<file path="config.mk">
export PLATFORM = sky130hd
export DESIGN_NAME = systolic_skew_feeder_flat
export DESIGN_NICKNAME = d
export VERILOG_FILES = /design/src/rtl/systolic_skew_feeder_if.sv /design/src/rtl/systolic_skew_feeder.sv /design/src/flat_wrapper.sv
export SDC_FILE = /design/constraint.sdc
export NUM_CORES = 1
export LEC_CHECK = 0
export BUFFER_PORTS_ARGS = -buffer_cell sky130_fd_sc_hd__buf_2
export CELL_PAD_IN_SITES_DETAIL_PLACEMENT = 1
export CELL_PAD_IN_SITES_GLOBAL_PLACEMENT = 1
export CORE_ASPECT_RATIO = 1.5
export CORE_MARGIN = 1.5
export CORE_UTILIZATION = 38
export DETAILED_ROUTE_END_ITERATION = 7
export GPL_ROUTABILITY_DRIVEN = 0
export PLACE_DENSITY = 0.77
export SYNTH_ARGS = -nofsm -noshare
export SYNTH_HDL_FRONTEND = slang
export SYNTH_HIERARCHICAL = 1
export SYNTH_SLANG_ARGS = --single-unit
export TNS_END_PERCENT = 20
</file>
<file path="constraint.sdc">
create_clock -name clk -period 1.88 [get_ports clk]
set_input_delay 0.376 -clock clk [delete_from_list [all_inputs] [get_ports clk]]
set_output_delay 0.376 -clock clk [all_outputs]
set_load 0.005 [all_outputs]
</file>
<file path="src/rtl/systolic_skew_feeder_if.sv">
// Handshake and edge bus between the job source, the skew feeder and the systolic array edges.
interface systolic_skew_feeder_if #(
  parameter int data_width = 8,
  parameter int num_of_PE  = 4,
  parameter int k_width    = 8
);
  logic                            start;
  logic [k_width-1:0]              k_len;
  logic                            in_valid;
  logic                            in_ready;
  logic [data_width*num_of_PE-1:0] a_col;
  logic [data_width*num_of_PE-1:0] b_row;
  logic [data_width*num_of_PE-1:0] left_out;
  logic [data_width*num_of_PE-1:0] up_out;
  logic                            acc_clr;
  logic                            busy;
  logic                            done;

  modport master (
    output start, k_len, in_valid, a_col, b_row,
    input  in_ready, left_out, up_out, acc_clr, busy, done
  );

  modport slave (
    input  start, k_len, in_valid, a_col, b_row,
    output in_ready, left_out, up_out, acc_clr, busy, done
  );
endinterface

</file>
<file path="src/rtl/systolic_skew_feeder.sv">
// Skewed edge feeder for an N x N systolic multiply array: lane i is delayed i+1 cycles,
// with a clear / stream / flush / done sequencer around it.
module skew_lane #(
  parameter int DW    = 8,
  parameter int DEPTH = 1
) (
  input  logic          clk,
  input  logic          rst,
  input  logic [DW-1:0] d,
  output logic [DW-1:0] q
);
  logic [DEPTH-1:0][DW-1:0] sr_q, sr_d;

  always_comb begin
    sr_d[0] = d;
    for (int s = 1; s < DEPTH; s++) sr_d[s] = sr_q[s-1];
  end

  always_ff @(posedge clk or posedge rst)
    if (rst) sr_q <= '0;
    else     sr_q <= sr_d;

  assign q = sr_q[DEPTH-1];
endmodule

module systolic_skew_feeder #(
  parameter int data_width = 8,
  parameter int num_of_PE  = 4,
  parameter int k_width    = 8
) (
  input logic                  clk,
  input logic                  rst,
  systolic_skew_feeder_if.slave bus
);
  localparam int FLUSH_LEN = 2*num_of_PE - 1;
  localparam int FW        = $clog2(2*num_of_PE);

  typedef enum logic [2:0] {S_IDLE, S_CLEAR, S_STREAM, S_FLUSH, S_DONE} state_t;

  state_t             state_q, state_d;
  logic [k_width-1:0] k_q, k_d;
  logic [k_width-1:0] cnt_q, cnt_d;
  logic [FW-1:0]      flush_q, flush_d;
  logic               in_ready, acc_clr, busy, done, accept;

  always_ff @(posedge clk or posedge rst)
    if (rst) begin
      state_q <= S_IDLE;
      k_q     <= '0;
      cnt_q   <= '0;
      flush_q <= '0;
    end else begin
      state_q <= state_d;
      k_q     <= k_d;
      cnt_q   <= cnt_d;
      flush_q <= flush_d;
    end

  always_comb begin
    state_d  = state_q;
    k_d      = k_q;
    cnt_d    = cnt_q;
    flush_d  = flush_q;
    in_ready = 1'b0;
    acc_clr  = 1'b0;
    done     = 1'b0;
    busy     = (state_q != S_IDLE);
    case (state_q)
      S_IDLE:
        if (bus.start && (bus.k_len != '0)) begin
          k_d     = bus.k_len;
          cnt_d   = '0;
          state_d = S_CLEAR;
        end
      S_CLEAR: begin
        acc_clr = 1'b1;
        state_d = S_STREAM;
      end
      S_STREAM: begin
        in_ready = 1'b1;
        if (bus.in_valid) begin
          cnt_d = cnt_q + 1'b1;
          if (cnt_q == k_q - 1'b1) begin
            flush_d = '0;
            state_d = S_FLUSH;
          end
        end
      end
      S_FLUSH:
        // Long enough for the last beat to cross the far corner PE.
        if (flush_q == FW'(FLUSH_LEN - 1)) state_d = S_DONE;
        else                               flush_d = flush_q + 1'b1;
      S_DONE: begin
        done    = 1'b1;
        state_d = S_IDLE;
      end
      default: state_d = S_IDLE;
    endcase
  end

  assign accept = bus.in_valid & in_ready;

  logic [num_of_PE-1:0][data_width-1:0] left_lanes, up_lanes;

  // Non-accepted cycles inject zeros so wavefronts stay aligned.
  for (genvar i = 0; i < num_of_PE; i++) begin : g_lane
    skew_lane #(.DW(data_width), .DEPTH(i+1)) u_a (
      .clk (clk), .rst (rst),
      .d   (accept ? bus.a_col[i*data_width +: data_width] : '0),
      .q   (left_lanes[i])
    );
    skew_lane #(.DW(data_width), .DEPTH(i+1)) u_b (
      .clk (clk), .rst (rst),
      .d   (accept ? bus.b_row[i*data_width +: data_width] : '0),
      .q   (up_lanes[i])
    );
  end

  assign bus.left_out = left_lanes;
  assign bus.up_out   = up_lanes;
  assign bus.in_ready = in_ready;
  assign bus.acc_clr  = acc_clr;
  assign bus.busy     = busy;
  assign bus.done     = done;
endmodule

</file>
<file path="src/flat_wrapper.sv">
// flat-port wrapper written by rule: the top's interface ports become plain ports
module systolic_skew_feeder_flat 
#(
  parameter int data_width = 8,
  parameter int num_of_PE  = 4,
  parameter int k_width    = 8
)
  (clk, rst, bus_start, bus_k_len, bus_in_valid, bus_a_col, bus_b_row, bus_in_ready, bus_left_out, bus_up_out, bus_acc_clr, bus_busy, bus_done);
  systolic_skew_feeder_if #(.data_width(data_width), .num_of_PE(num_of_PE), .k_width(k_width)) bus_i ();
  input logic clk;
  input logic rst;
  input wire logic [$bits(bus_i.start)-1:0] bus_start;
  input wire logic [$bits(bus_i.k_len)-1:0] bus_k_len;
  input wire logic [$bits(bus_i.in_valid)-1:0] bus_in_valid;
  input wire logic [$bits(bus_i.a_col)-1:0] bus_a_col;
  input wire logic [$bits(bus_i.b_row)-1:0] bus_b_row;
  output wire logic [$bits(bus_i.in_ready)-1:0] bus_in_ready;
  output wire logic [$bits(bus_i.left_out)-1:0] bus_left_out;
  output wire logic [$bits(bus_i.up_out)-1:0] bus_up_out;
  output wire logic [$bits(bus_i.acc_clr)-1:0] bus_acc_clr;
  output wire logic [$bits(bus_i.busy)-1:0] bus_busy;
  output wire logic [$bits(bus_i.done)-1:0] bus_done;
  assign bus_i.start = bus_start;
  assign bus_i.k_len = bus_k_len;
  assign bus_i.in_valid = bus_in_valid;
  assign bus_i.a_col = bus_a_col;
  assign bus_i.b_row = bus_b_row;
  assign bus_in_ready = bus_i.in_ready;
  assign bus_left_out = bus_i.left_out;
  assign bus_up_out = bus_i.up_out;
  assign bus_acc_clr = bus_i.acc_clr;
  assign bus_busy = bus_i.busy;
  assign bus_done = bus_i.done;
  systolic_skew_feeder #(.data_width(data_width), .num_of_PE(num_of_PE), .k_width(k_width)) u_core (.clk(clk), .rst(rst), .bus(bus_i));
endmodule
</file>
==> results, run 1 <==
- The run finished with clean final reports.
- The total die area is 0.0159 mm^2.
- For this run, the slowest stage of the critical path takes 0.44 ns.
- The share of power burned in registers is 0.484.
- The number of setup violations in the final report is 0.
- Clock skew on the completed layout was measured at 0.0149 ns.
- The first detailed-routing pass ran for 4 iterations.
- The combined global-route utilization of all metal layers is 0.168.
- The hold violation count in the final report is 0.
- Of the total power, the share spent switching nets is 0.284.
- The core region is 0.0147 mm^2.
- After routing the design area is 0.00745 mm^2.
- The max-slew headroom at the worst pin is 0.599.
- The worst path buffer plus inverter count is 0.
- The fraction of power consumed by combinational cells is 0.191.
- The largest family of logic cells by synthesized area is simple AND/OR/NAND/NOR gates.
- The die is 154 um tall.
- Of the total synthesized cell area, the portion taken by full adders, half adders and majority gates is 0.00872.
- For this design, the sink count on the clock tree is 182.
- The number of cells after detailed placement is 713.
- The synthesized design contains 0 enable-type register cells.
- The critical path endpoint category is a flip-flop.
- Sorting the synthesized cells by how often they occur yields sky130_fd_sc_hd__dfrtp_1 (182), sky130_fd_sc_hd__and2_1 (65), sky130_fd_sc_hd__inv_1 (14).
- In this run the cell area measured after placement is 0.00679 mm^2.
- Of the total synthesized cell area, the portion taken by XOR and XNOR cells is 0.0244.
- Measured along the x axis, the die boundary spans 103 um.
- The tree is rooted in a sky130_fd_sc_hd__clkbuf_16.
- The number of nets in the synthesized netlist is 447.
- The most used flip-flop cell after synthesis is sky130_fd_sc_hd__dfrtp_1.
- In the final design database the tool counted 620 nets.
- The fraction of registers with async set or reset after synthesis is 1.00.
- Of the total synthesized cell area, the portion taken by AND, OR, NAND and NOR gates is 0.125.
- The critical path is of the reg -> reg type.
- The number of antenna violations at the first check in global routing came to 0.
- The first routing iteration left 74 violations.
- The final max-slew violation count is 0.
- The cell family contributing the most delay on the critical path is simple AND/OR/NAND/NOR gates.
- Of the post-synthesis cell area, the dominant cell type holds 0.794.
- The peak supply drop is 0.650 mV.
- The post-synthesis cell area is 0.00574 mm^2.
- The data required time of the worst path is 2.18 ns.
- The total via count in the routed design is 3,322.
- Once layout is complete, the utilization of the core stands at 0.508.
- The initial core utilization is 0.391.
- The cell internal power dissipation is 7440 uW.
- The critical-path maximum fanout is 4.
- Summed over all cells, the static leakage comes to 0.00402 uW.
- The total congestion overflow is 0.
- The HPWL after detailed placement is 9.05 mm.
- Of the cells placed in the final design, the portion with a size suffix greater than 1 is 0.392.
- The kind of launch point of the worst setup path is a flip-flop.
- The area growth from synthesis to layout is 29.8%.
- 0 antenna diodes ended up in the layout.
- The detailed-route vias per instance is 4.44.
- Once detail routing completed, the nets flagged for antenna violations numbered 0.
- For this block, the routed nets add up to 12.4 mm of wire.
- The critical path goes through nor4_4, o21ai_2, a32oi_1, a21o_2, a21oi_2, or3b_1.
- The initialized floorplan defines 54 standard-cell rows.
- Of the synthesized area, sequential elements account for 0.794.
- The largest net degree at the start of global routing is 54.
- The final worst-path cycle share is 0.958.
- The portion of synthesized area spent on multiplexers is 0.0118.
- During synthesis, Yosys emitted a total of 6 warnings.
- The clock reaches the later pin of the worst-skew pair after 0.42 ns.
- The path type of the worst min-delay path is in -> async.
- In this run, CTS created clock tree buffers numbering 17.
- The clock transition at the registers of the reported paths is 0.07 ns.
- For this run, the top clock speed supported by timing is 555 MHz.
- In this run the power density over the cells is 1400 mW/mm^2.
- On the critical path, the stage with the largest delay is an instance of sky130_fd_sc_hd__dfrtp_2.
- The H-tree level count is 4.
- Averaged over all synthesized cells, the footprint is 15.6 um^2.
- The first global-routing pass estimated 19.5 mm of wire.
- sky130_fd_sc_hd__dfrtp_1 is the most common cell in the netlist.
- The distinct cell type count of the synthesized netlist is 35.
- The slew of the pin with the lowest slew margin is 0.601 ns.
- The longest clock path from root to sink contains 2 buffers.
- The largest total area in the synthesized netlist belongs to sky130_fd_sc_hd__dfrtp_1.
- The endpoint arrival time on the critical path is 2.10 ns.
- The flip-flop and latch count after synthesis is 182.
- The worst path in the final design needs a cycle of 1.80 ns, including I/O delays and setup.
- For this run, design rule violations remaining after detail routing come to 0.
- The switching power summed over all nets is 2960 uW.
- During I/O placement, the number of pins put on the boundary was 144.
- The post-synthesis compound-gate area fraction is 0.0198.
- After detailed routing, the average wire length per cell comes to 16.6 um.
- The share of power burned in the clock network is 0.325.
- Across the run, the number of max-cap violations was 0.
- Buffers inserted to repair hold after CTS numbered 0.
- The CTS tree is done.
- By area the synthesized netlist is led by sky130_fd_sc_hd__dfrtp_1 (79%), sky130_fd_sc_hd__and2_1 (7.1%), sky130_fd_sc_hd__xor2_1 (1.7%).
- The synthesized instance count is 367.
- The number of buffer cells added on primary ports is 143.
- The non-filler instance count after layout is 749.
- The via count of the first global-routing pass was 3,806.
-- power groups by stage --
stage / registers (uW) / logic, uW / clock network, uW
2_1_floorplan: 5040 / 1010 / 0
3_3_place_gp: 5040 / 1720 / 0
3_5_place_dp: 5110 / 1840 / 0
4_1_cts: 5050 / 1900 / 3470
5_1_grt: 5120 / 2200 / 3620
6_report: 5040 / 1980 / 3380
-- routing by layer --
layer	vias to the layer above	share of wire	global-route usage
met5	-	0	0
met4	0	0.025	0.0695
met3	21	0.047	0.0486
met2	97	0.56	0.300
met1	1684	0.37	0.183
li1	1520	-	-
-- sequential cells by signal (all words and copies together) (netlist names) --
name                    flops
u_core/g_lane.u_a/q        32
u_core/g_lane.u_b/q        32
u_core/cnt_q                8
u_core/flush_q              3
u_core/state_q              3
u_core/g_lane.u_a/sr_d     48
u_core/k_q                  8
u_core/g_lane.u_b/sr_d     48
-- worst paths after layout --
| kind | from | to | slack, ns | cells past startpoint |
|---|---|---|---|---|
| max | u_core/k_q[5]$_DFFE_PP0P_ | u_core/state_q[0]$_DFFE_PP0P_ | 0.08 | 6 |
| min | rst | u_core/cnt_q[7]$_DFFE_PP0P_ | 0.002 | 2 |
| max reg2reg | u_core/k_q[5]$_DFFE_PP0P_ | u_core/state_q[0]$_DFFE_PP0P_ | 0.08 | 6 |
| min reg2reg | u_core/g_lane[2].u_a/sr_d[13]$_DFF_PP0_ | u_core/g_lane[2].u_a/sr_d[21]$_DFF_PP0_ | 0.34 | 0 |
| max in group asynchronous | rst | u_core/g_lane[1].u_b/q[0]$_DFF_PP0_ | 1.35 | 2 |
| min in group clk | bus_a_col[13] | u_core/g_lane[1].u_a/sr_d[13]$_DFF_PP0_ | 0.16 | 2 |
-- what timing repair did --
action	in CTS	in global routing
pin swaps	0	2
gates resized for setup	5	6
setup buffers	0	4
setup endpoints to repair	4	20
-- cell type report --
cell class              instances  area (um^2)
clock inverters                13          134
well taps                     196          245
fillers                      1519         7210
flip-flops and latches        182         4560
inverters                      14         52.6
repair buffers                164          886
multi-input cells             161         1130
clock buffers                  19          443
-- stage by stage --
stage / total power, uW / TNS (ns) / setup slack, ns / hold WS [ns]
after floorplan: 6060 / 0 / 0.00856 / 0.192
after global placement: 6760 / 0 / 0.0651 / 0.331
after detailed placement: 6950 / -0.0916 / -0.0609 / 0.336
after CTS: 10400 / 0 / 0.00196 / 0.00245
after global routing: 11000 / -0.000979 / -0.000979 / 0.0200
final: 10400 / 0 / 0.0781 / 0.00181
-- cells in the final DEF, fill, tap and decap left out, types with 3 or more instances in the layout --
| cell type | count |
|---|---|
| sky130_fd_sc_hd__dfrtp_1 | 181 |
| sky130_fd_sc_hd__buf_2 | 143 |
| sky130_fd_sc_hd__and2_1 | 64 |
| sky130_fd_sc_hd__buf_4 | 20 |
| sky130_fd_sc_hd__clkbuf_16 | 17 |
| sky130_fd_sc_hd__inv_1 | 12 |
| sky130_fd_sc_hd__nor2_1 | 12 |
| sky130_fd_sc_hd__nand2_1 | 12 |
| sky130_fd_sc_hd__xor2_1 | 11 |
| sky130_fd_sc_hd__clkinv_4 | 7 |
| sky130_fd_sc_hd__mux2_2 | 6 |
| sky130_fd_sc_hd__nand4_1 | 6 |
| sky130_fd_sc_hd__inv_8 | 5 |
| sky130_fd_sc_hd__nand3_1 | 4 |
| sky130_fd_sc_hd__o21ai_0 | 4 |
| sky130_fd_sc_hd__xnor2_1 | 4 |
| sky130_fd_sc_hd__a21oi_1 | 3 |
| sky130_fd_sc_hd__ha_1 | 3 |
-- cell families after synthesis --
kind of cell | Yosys count
DFF | 182
and+or+nand+nor | 120
buffers and inverters | 24
xor gates and xnor gates | 16
AOI/OAI and AO/OA | 15
muxes | 6
adders and majority gates | 4
(Power assumes the default switching activity.)
==> run 2, diff against run 1 <==
--- a/config.mk
+++ b/config.mk
@@ -13,7 +13,7 @@
 export CORE_UTILIZATION = 38
 export DETAILED_ROUTE_END_ITERATION = 7
 export GPL_ROUTABILITY_DRIVEN = 0
-export PLACE_DENSITY = 0.77
+export PLACE_DENSITY = 0.81
 export SYNTH_ARGS = -nofsm -noshare
 export SYNTH_HDL_FRONTEND = slang
 export SYNTH_HIERARCHICAL = 1
==> constraint.sdc (replaced) <==
create_clock -name clk -period 1.6 [get_ports clk]
set_input_delay 0.32 -clock clk [delete_from_list [all_inputs] [get_ports clk]]
set_output_delay 0.32 -clock clk [all_outputs]
set_load 0.005 [all_outputs]
==> results, run 2 (same netlist as run 1, synthesis figures left out) <==
- The clock latency of the later-clocked register in the worst-skew pair is 0.42 ns (about the same).
- The number of setup violations in the final report was 12 (was 0).
- The net count reported at finish is 635 (was 620).
- The number of antenna violations at the first check in global routing is 4 (was 0).
- The slew of the pin with the lowest slew margin is 0.619 ns (was 0.601 ns).
- The kind of launch point of the worst setup path is a flip-flop (unchanged).
- The number of placement rows is 54 (unchanged).
- Result of the run: finished, violations left (was complete, no violations).
- The commonest non-fill, non-tap cell in the layout is sky130_fd_sc_hd__dfrtp_1 (unchanged).
- The library cell contributing the largest single delay on the critical path is sky130_fd_sc_hd__dfrtp_1 (was sky130_fd_sc_hd__dfrtp_2).
- The wire length of the first global-routing pass is 20.9 mm (was 19.5 mm).
- The buffer depth of the longest clock path was 2 (unchanged).
- Critical path cell sequence: inv_2, ha_4, nand2b_4, a21oi_2, a311o_1, a211o_1, a21oi_4, o21ai_1 (was nor4_4, o21ai_2, a32oi_1, a21o_2, a21oi_2, or3b_1).
- The boundary pin count was 144 (unchanged).
- The CTS tree is done (unchanged).
- The worst setup slack before clock tree synthesis is -0.323 ns (was -0.0609 ns).
- The number of clock sinks is 182 (unchanged).
- The horizontal die dimension is 103 um (unchanged).
- The number of buffer cells added on primary ports is 143 (unchanged).
- The maximum achievable frequency is 541 MHz (was 555 MHz).
- The initial core utilization is 0.391 (unchanged).
- The count of TritonRoute iterations in the first routing pass is 4 (unchanged).
- The setup slack of the most critical reg-to-reg path is -0.25 ns (was 0.08 ns).
- Along the worst hold path, the cell count comes to 2.
- The peak supply drop is 0.870 mV (was 0.650 mV).
- The final hold slack is 0.104 ns (was 0.00181 ns).
- The aggregate routed wire length is 13.4 mm (was 12.4 mm).
- The largest net degree at the start of global routing came to 33 (was 54).
- The setup total negative slack was -1.17 ns (was 0 ns).
- The path type of the worst min-delay path was in -> reg (was in -> async).
- The number of antenna-violating nets in the routed design is 0 (unchanged).
- The via count of the first global-routing pass is 3,920 (was 3,806).
- The leakage power came to 0.00418 uW (was 0.00402 uW).
- The cell area power density is 1700 mW/mm^2 (was 1400 mW/mm^2).
- The area of the core region is 0.0147 mm^2 (unchanged).
- The H-tree level count is 4 (unchanged).
- The worst setup skew after layout is 0.0124 ns (was 0.0149 ns).
- The max-capacitance violation count is 0 (unchanged).
- The fraction of layout instances using a drive strength above 1 is 0.423 (was 0.392).
- The endpoint arrival time on the critical path came to 2.15 ns (was 2.10 ns).
- The data required time of the worst path was 1.91 ns (was 2.18 ns).
- The clock buffer count from CTS came to 17 (unchanged).
- The combined global-route utilization of all metal layers was 0.180 (was 0.168).
- Commonest non-fill, non-tap cells in the layout: sky130_fd_sc_hd__dfrtp_1 (180), sky130_fd_sc_hd__buf_2 (142), sky130_fd_sc_hd__and2_1 (64) (was sky130_fd_sc_hd__dfrtp_1 (181), sky130_fd_sc_hd__buf_2 (143), sky130_fd_sc_hd__and2_1 (64)).
- The worst setup slack after layout was -0.247 ns (was 0.0781 ns).
- The type of the setup path with the least slack is reg -> reg (unchanged).
- The final worst-path cycle share is 1.15 (was 0.958).
- The post-route core utilization is 0.532 (was 0.508).
- The final critical-path required period is 1.85 ns (was 1.80 ns).
- The vertical die dimension is 154 um (unchanged).
- The area growth from synthesis to layout is 35.9% (was 29.8%).
- The total via count in the routed design was 3,439 (was 3,322).
- The HPWL after detailed placement is 9.35 mm (was 9.05 mm).
- The total die area is 0.0159 mm^2 (unchanged).
- The cell at the root of the clock tree is sky130_fd_sc_hd__clkbuf_16 (unchanged).
- The total design power was 13,200 uW (was 10,400 uW).
- The hold violation count in the final report was 0 (unchanged).
- The critical-path maximum fanout is 5 (was 4).
- The clock transition at the registers of the reported paths is 0.08 ns (was 0.07 ns).
- The final reports fail on negative setup slack.
- The average wire per cell in the routed design was 17.4 um (was 16.6 um).
- The number of DRC violations after detailed routing is 0 (unchanged).
- Setup repair after global routing could not meet its margin everywhere.
- The detailed-route vias per instance is 4.48 (was 4.44).
- The logic depth of the worst register-to-register path is 8 (was 6).
- The total congestion overflow is 0 (unchanged).
- The max-slew headroom at the worst pin is 0.587 (was 0.599).
- The initial detailed-routing violation count is 104 (was 74).
- The critical path endpoint category is a flip-flop (unchanged).
- The highest cell delay on the worst timing path is 0.43 ns (was 0.44 ns).
- The final max-slew violation count is 0 (unchanged).
## run 2: changes by cell type in the layout (fill, tap and decap cells not counted), moves of 2 or more
cell,delta
sky130_fd_sc_hd__buf_4,+6
sky130_fd_sc_hd__buf_6,+6
sky130_fd_sc_hd__clkinv_4,-6
sky130_fd_sc_hd__mux2_2,-6
sky130_fd_sc_hd__mux2_4,+6
sky130_fd_sc_hd__clkinv_8,+4
sky130_fd_sc_hd__diode_2,+3
sky130_fd_sc_hd__and3_4,+2
sky130_fd_sc_hd__buf_12,+2
sky130_fd_sc_hd__inv_6,+2
sky130_fd_sc_hd__nor2_4,+2
sky130_fd_sc_hd__nor3b_1,-2
## run 2: critical path, delay by kind of cell (launching register included)
kind                     cells  cell delay (ns)
flip-flops                   1             0.43
AO/OA/AOI/OAI                5             0.90
AND/OR/NAND/NOR              1             0.14
buffers and inverters        1             0.10
adder cells (fa/ha/maj)      1             0.16
## run 2: metal layers
layer | routed length [um] | GRT usage | share of wire | vias up
met5 | 21 | 0 | 0.0016 | -
met4 | 278 | 0.0592 | 0.021 | 4
met3 | 772 | 0.0586 | 0.058 | 26
met2 | 7220 | 0.313 | 0.54 | 121
met1 | 5090 | 0.205 | 0.38 | 1734
li1 | - | - | - | 1554
## run 2: what timing repair did
action	CTS	global route
buffers inserted	6	1
setup endpoints to repair	72	20
resized for setup	28	8
pin swaps	8	1
gates cloned	1	0
hold endpoints to repair	22	0
hold buffers	1	0
## run 2: path summary, 6_finish.rpt
check	end	startpoint
worst max register to register	u_core/flush_q[0]$_DFFE_PP0P_	u_core/k_q[0]$_DFFE_PP0P_
worst min register to register	u_core/g_lane[3].u_a/sr_d[31]$_DFF_PP0_	u_core/g_lane[3].u_a/sr_d[23]$_DFF_PP0_
worst max-delay path	u_core/flush_q[0]$_DFFE_PP0P_	u_core/k_q[0]$_DFFE_PP0P_
max in group asynchronous	u_core/g_lane[1].u_b/q[5]$_DFF_PP0_	rst
worst min-delay path	u_core/g_lane[1].u_b/sr_d[8]$_DFF_PP0_	bus_b_row[8]
min in group asynchronous	u_core/g_lane[2].u_b/sr_d[15]$_DFF_PP0_	rst
## run 2: cell type report
type	count	area, um^2
Clock inverter	14	199
Clock buffer	18	439
Timing Repair Buffer	179	1080
Multi-Input combinational cell	161	1220
Inverter	14	52.6
Antenna cell	3	7.51
Fill cell	1487	6860
Sequential cell	182	4560
Tap cell	196	245
## run 2: report_power, final
group / switching, uW / total (uW) / internal [uW] / leakage [uW]
Clock: 2000 / 4330 / 2330 / 0.000310
Sequential: 463 / 5950 / 5490 / 0.00245
Combinational: 1380 / 2940 / 1570 / 0.00142
## run 2: through the flow
stage	area, um^2	std cells
after floorplan	5760	367
after global placement	6890	724
after detailed placement	6890	724
after CTS	7750	763
after global routing	7790	764
final	7800	767
==> run 3, diff against run 2 <==
--- a/config.mk
+++ b/config.mk
@@ -16,6 +16,5 @@
 export PLACE_DENSITY = 0.81
 export SYNTH_ARGS = -nofsm -noshare
 export SYNTH_HDL_FRONTEND = slang
-export SYNTH_HIERARCHICAL = 1
 export SYNTH_SLANG_ARGS = --single-unit
 export TNS_END_PERCENT = 20
==> results, run 3 <==
- Commonest cells in the netlist: sky130_fd_sc_hd__dfrtp_1 (182), sky130_fd_sc_hd__and2_1 (66), sky130_fd_sc_hd__nor2_1 (12) (was sky130_fd_sc_hd__dfrtp_1 (182), sky130_fd_sc_hd__and2_1 (65), sky130_fd_sc_hd__inv_1 (14)).
- The hold violation count in the final report was 0 (unchanged).
- The path type of the worst min-delay path is in -> reg (unchanged).
- The critical-path maximum fanout is 4 (was 5).
- The detailed-route vias per instance is 4.56 (was 4.48).
- The most numerous cell in the Yosys netlist is sky130_fd_sc_hd__dfrtp_1 (unchanged).
- The final worst-path cycle share is 1.12 (was 1.15).
- The via count of the first global-routing pass is 4,135 (was 3,920).
- The number of DRC violations after detailed routing came to 0 (unchanged).
- The number of clock sinks is 182 (unchanged).
- The sequential area share after synthesis was 0.786 (was 0.794).
- The final max-slew violation count is 0 (unchanged).
- The main flop type after synthesis is sky130_fd_sc_hd__dfrtp_1 (unchanged).
- The cell area power density is 1720 mW/mm^2 (was 1700 mW/mm^2).
- The peak supply drop is 0.718 mV (was 0.870 mV).
- The total via count in the routed design is 3,526 (was 3,439).
- The area growth from synthesis to layout came to 35.3% (was 35.9%).
- The post-synthesis cell area came to 0.00579 mm^2 (was 0.00574 mm^2).
- The initial detailed-routing violation count is 140 (was 104).
- The net count reported at finish is 639 (was 635).
- The detailed route wirelength on metal2 is 7.88 mm (was 7.22 mm).
- The horizontal die dimension is 104 um (was 103 um).
- The number of antenna violations at the first check in global routing is 4 (unchanged).
- The setup total negative slack is -1.38 ns (was -1.17 ns).
- Critical path cell sequence: inv_2, ha_4, xnor2_4, nor2_2, o2111ai_2, a211oi_4, a31oi_1 (was inv_2, ha_4, nand2b_4, a21oi_2, a311o_1, a211o_1, a21oi_4, o21ai_1).
- The cell area after placement is 0.00698 mm^2 (was 0.00689 mm^2).
- The vertical die dimension is 154 um (about the same).
- Commonest non-fill, non-tap cells in the layout: sky130_fd_sc_hd__dfrtp_1 (181), sky130_fd_sc_hd__buf_2 (142), sky130_fd_sc_hd__and2_1 (65) (was sky130_fd_sc_hd__dfrtp_1 (180), sky130_fd_sc_hd__buf_2 (142), sky130_fd_sc_hd__and2_1 (64)).
- The detailed-routed wire length on met3 came to 607 um (was 772 um).
- The top cell type's share of synthesized area was 0.786 (was 0.794).
- The fraction of layout instances using a drive strength above 1 was 0.429 (was 0.423).
- The non-filler instance count after layout is 774 (was 767).
- The total design power is 13,500 uW (was 13,200 uW).
- The clock transition at the registers of the reported paths is 0.08 ns (about the same).
- The worst setup slack after layout came to -0.192 ns (was -0.247 ns).
- The kind of launch point of the worst setup path is a flip-flop (unchanged).
- The H-tree level count is 4 (unchanged).
- The total congestion overflow was 0 (unchanged).
- Top cells by area, synth: sky130_fd_sc_hd__dfrtp_1 (79%), sky130_fd_sc_hd__and2_1 (7.1%), sky130_fd_sc_hd__xnor2_1 (1.5%) (was sky130_fd_sc_hd__dfrtp_1 (79%), sky130_fd_sc_hd__and2_1 (7.1%), sky130_fd_sc_hd__xor2_1 (1.7%)).
- The number of setup violations in the final report is 18 (was 12).
- The initial core utilization is 0.386 (was 0.391).
- The library cell contributing the largest single delay on the critical path is sky130_fd_sc_hd__dfrtp_1 (unchanged).
- The clock buffer count from CTS is 17 (unchanged).
- The number of enable-type register cells in the synthesized netlist is 0 (unchanged).
- The number of cells after detailed placement is 732 (was 724).
- The slew of the pin with the lowest slew margin is 0.494 ns (was 0.619 ns).
- The clock latency of the later-clocked register in the worst-skew pair is 0.42 ns (about the same).
- The boundary pin count came to 144 (unchanged).
- The final critical-path required period is 1.79 ns (was 1.85 ns).
- The CTS tree was done (unchanged).
- The flip-flop and latch count after synthesis is 182 (unchanged).
- The number of warnings reported in the yosys synthesis log is 0 (was 6).
- The highest routing layer actually used was met4 (was met5).
- The fraction of registers with async set or reset after synthesis was 1.00 (unchanged).
- The aggregate routed wire length came to 13.8 mm (was 13.4 mm).
- The wire length the detailed router placed on met1 is 4.88 mm (was 5.09 mm).
- The net count of the mapped netlist is 448 (was 447).
- The average wire per cell in the routed design was 17.8 um (was 17.4 um).
- The cell family with the largest share of critical-path delay was compound AO/OA/AOI/OAI gates (unchanged).
- The number of placement rows is 55 (was 54).
- The distinct cell type count of the synthesized netlist is 45 (was 35).
- Unrepaired setup endpoints after global routing: yes (unchanged).
- The maximum achievable frequency is 558 MHz (was 541 MHz).
- The cell type with the largest total area after synthesis is sky130_fd_sc_hd__dfrtp_1 (unchanged).
- The HPWL after detailed placement is 9.21 mm (was 9.35 mm).
- The count of TritonRoute iterations in the first routing pass was 4 (unchanged).
- The mean cell area of the mapped netlist is 15.7 um^2 (was 15.6 um^2).
- The max-capacitance violation count came to 0 (unchanged).
- The endpoint arrival time on the critical path is 2.08 ns (was 2.15 ns).
- The wire length of the first global-routing pass came to 21.7 mm (was 20.9 mm).
- The combined global-route utilization of all metal layers came to 0.177 (was 0.180).
- The number of antenna-violating nets in the routed design came to 0 (unchanged).
- The total die area came to 0.0160 mm^2 (was 0.0159 mm^2).
- The highest cell delay on the worst timing path is 0.39 ns (was 0.43 ns).
- Violated checks: negative setup slack (unchanged).
- The worst path buffer plus inverter count is 1 (unchanged).
- The leakage power is 0.00412 uW (was 0.00418 uW).
- The critical path endpoint category is a flip-flop (unchanged).
- The number of buffer cells added on primary ports is 143 (unchanged).
- The worst setup slack before clock tree synthesis is -0.285 ns (was -0.323 ns).
- The post-route cell area was 0.00783 mm^2 (was 0.00780 mm^2).
- The cell at the root of the clock tree is sky130_fd_sc_hd__clkbuf_16 (unchanged).
- The area of the core region came to 0.0150 mm^2 (was 0.0147 mm^2).
- The type of the setup path with the least slack was reg -> reg (unchanged).
- The worst setup skew after layout came to 0.00802 ns (was 0.0124 ns).
- The max-slew headroom at the worst pin was 0.670 (was 0.587).
- The data required time of the worst path is 1.88 ns (was 1.91 ns).
- The synthesized instance count is 368 (was 367).
- Result of the run: finished, violations left (unchanged).
- The buffer depth of the longest clock path is 2 (unchanged).
- The largest net degree at the start of global routing is 66 (was 33).
- The commonest non-fill, non-tap cell in the layout is sky130_fd_sc_hd__dfrtp_1 (unchanged).
- The filler cell count came to 1,565 (was 1,487).
[run 3: path summary, 6_finish.rpt]
path	from	endpoint	slack [ns]	depth (start not counted)
hold reg to reg	u_core.g_lane[3].u_a.sr_d[12]$_DFF_PP0_	u_core.g_lane[3].u_a.sr_d[20]$_DFF_PP0_	0.35	0
setup / recovery	u_core.k_q[1]$_DFFE_PP0P_	u_core.flush_q[0]$_DFFE_PP0P_	-0.19	7
max in group asynchronous	rst	u_core.g_lane[2].u_a.sr_d[19]$_DFF_PP0_	0.40	4
hold / removal	bus_a_col[16]	u_core.g_lane[2].u_a.sr_d[8]$_DFF_PP0_	0.1	2
min in group asynchronous	rst	u_core.g_lane[3].u_a.sr_d[20]$_DFF_PP0_	0.49	3
setup reg to reg	u_core.k_q[1]$_DFFE_PP0P_	u_core.flush_q[0]$_DFFE_PP0P_	-0.19	7
[run 3: cells by family after synthesis]
logic type	synth area share
DFF	0.786
and+or+nand+nor	0.117
AOI/OAI and AO/OA	0.0361
buffers and inverters	0.0140
xor gates and xnor gates	0.0227
muxes	0.0153
adders and majority gates	0.00864
[run 3: metal layers]
layer / up-vias / global-route usage
li1: 1578 / -
met2: 103 / 0.326
met3: 29 / 0.0464
met1: 1816 / 0.185
met5: - / 0
met4: 0 / 0.0913
[run 3: per-stage QoR]
step | hold slack (ns) | utilization
6_report | 0.0982 | 0.522
4_1_cts | 0.0821 | 0.518
3_3_place_gp | 0.331 | 0.465
2_1_floorplan | 0.331 | -
5_1_grt | 0.0896 | 0.522
3_5_place_dp | 0.336 | 0.465
[run 3: power by group]
group,internal [uW],switching (uW)
logic,1650,1600
registers,5520,513
clock network,2240,1930
total,9420,4040
[run 3: repair_timing]
item	CTS	global route
buffers inserted	6	0
endpoints found under the hold margin	12	0
resized for setup	25	11
endpoints found under the setup margin	22	24
pin swaps	11	7
hold buffers	1	0
[run 3: layout make-up]
class                   count  area [um^2]  share of cell area
clock inverters            14          188              0.0240
repair buffers            184         1090               0.139
inverters                   6         26.3             0.00335
clock buffers              17          425              0.0543
diodes                      4         10.0             0.00128
multi-input cells         168         1290               0.165
well taps                 199          249              0.0318
flip-flops and latches    182         4560               0.582
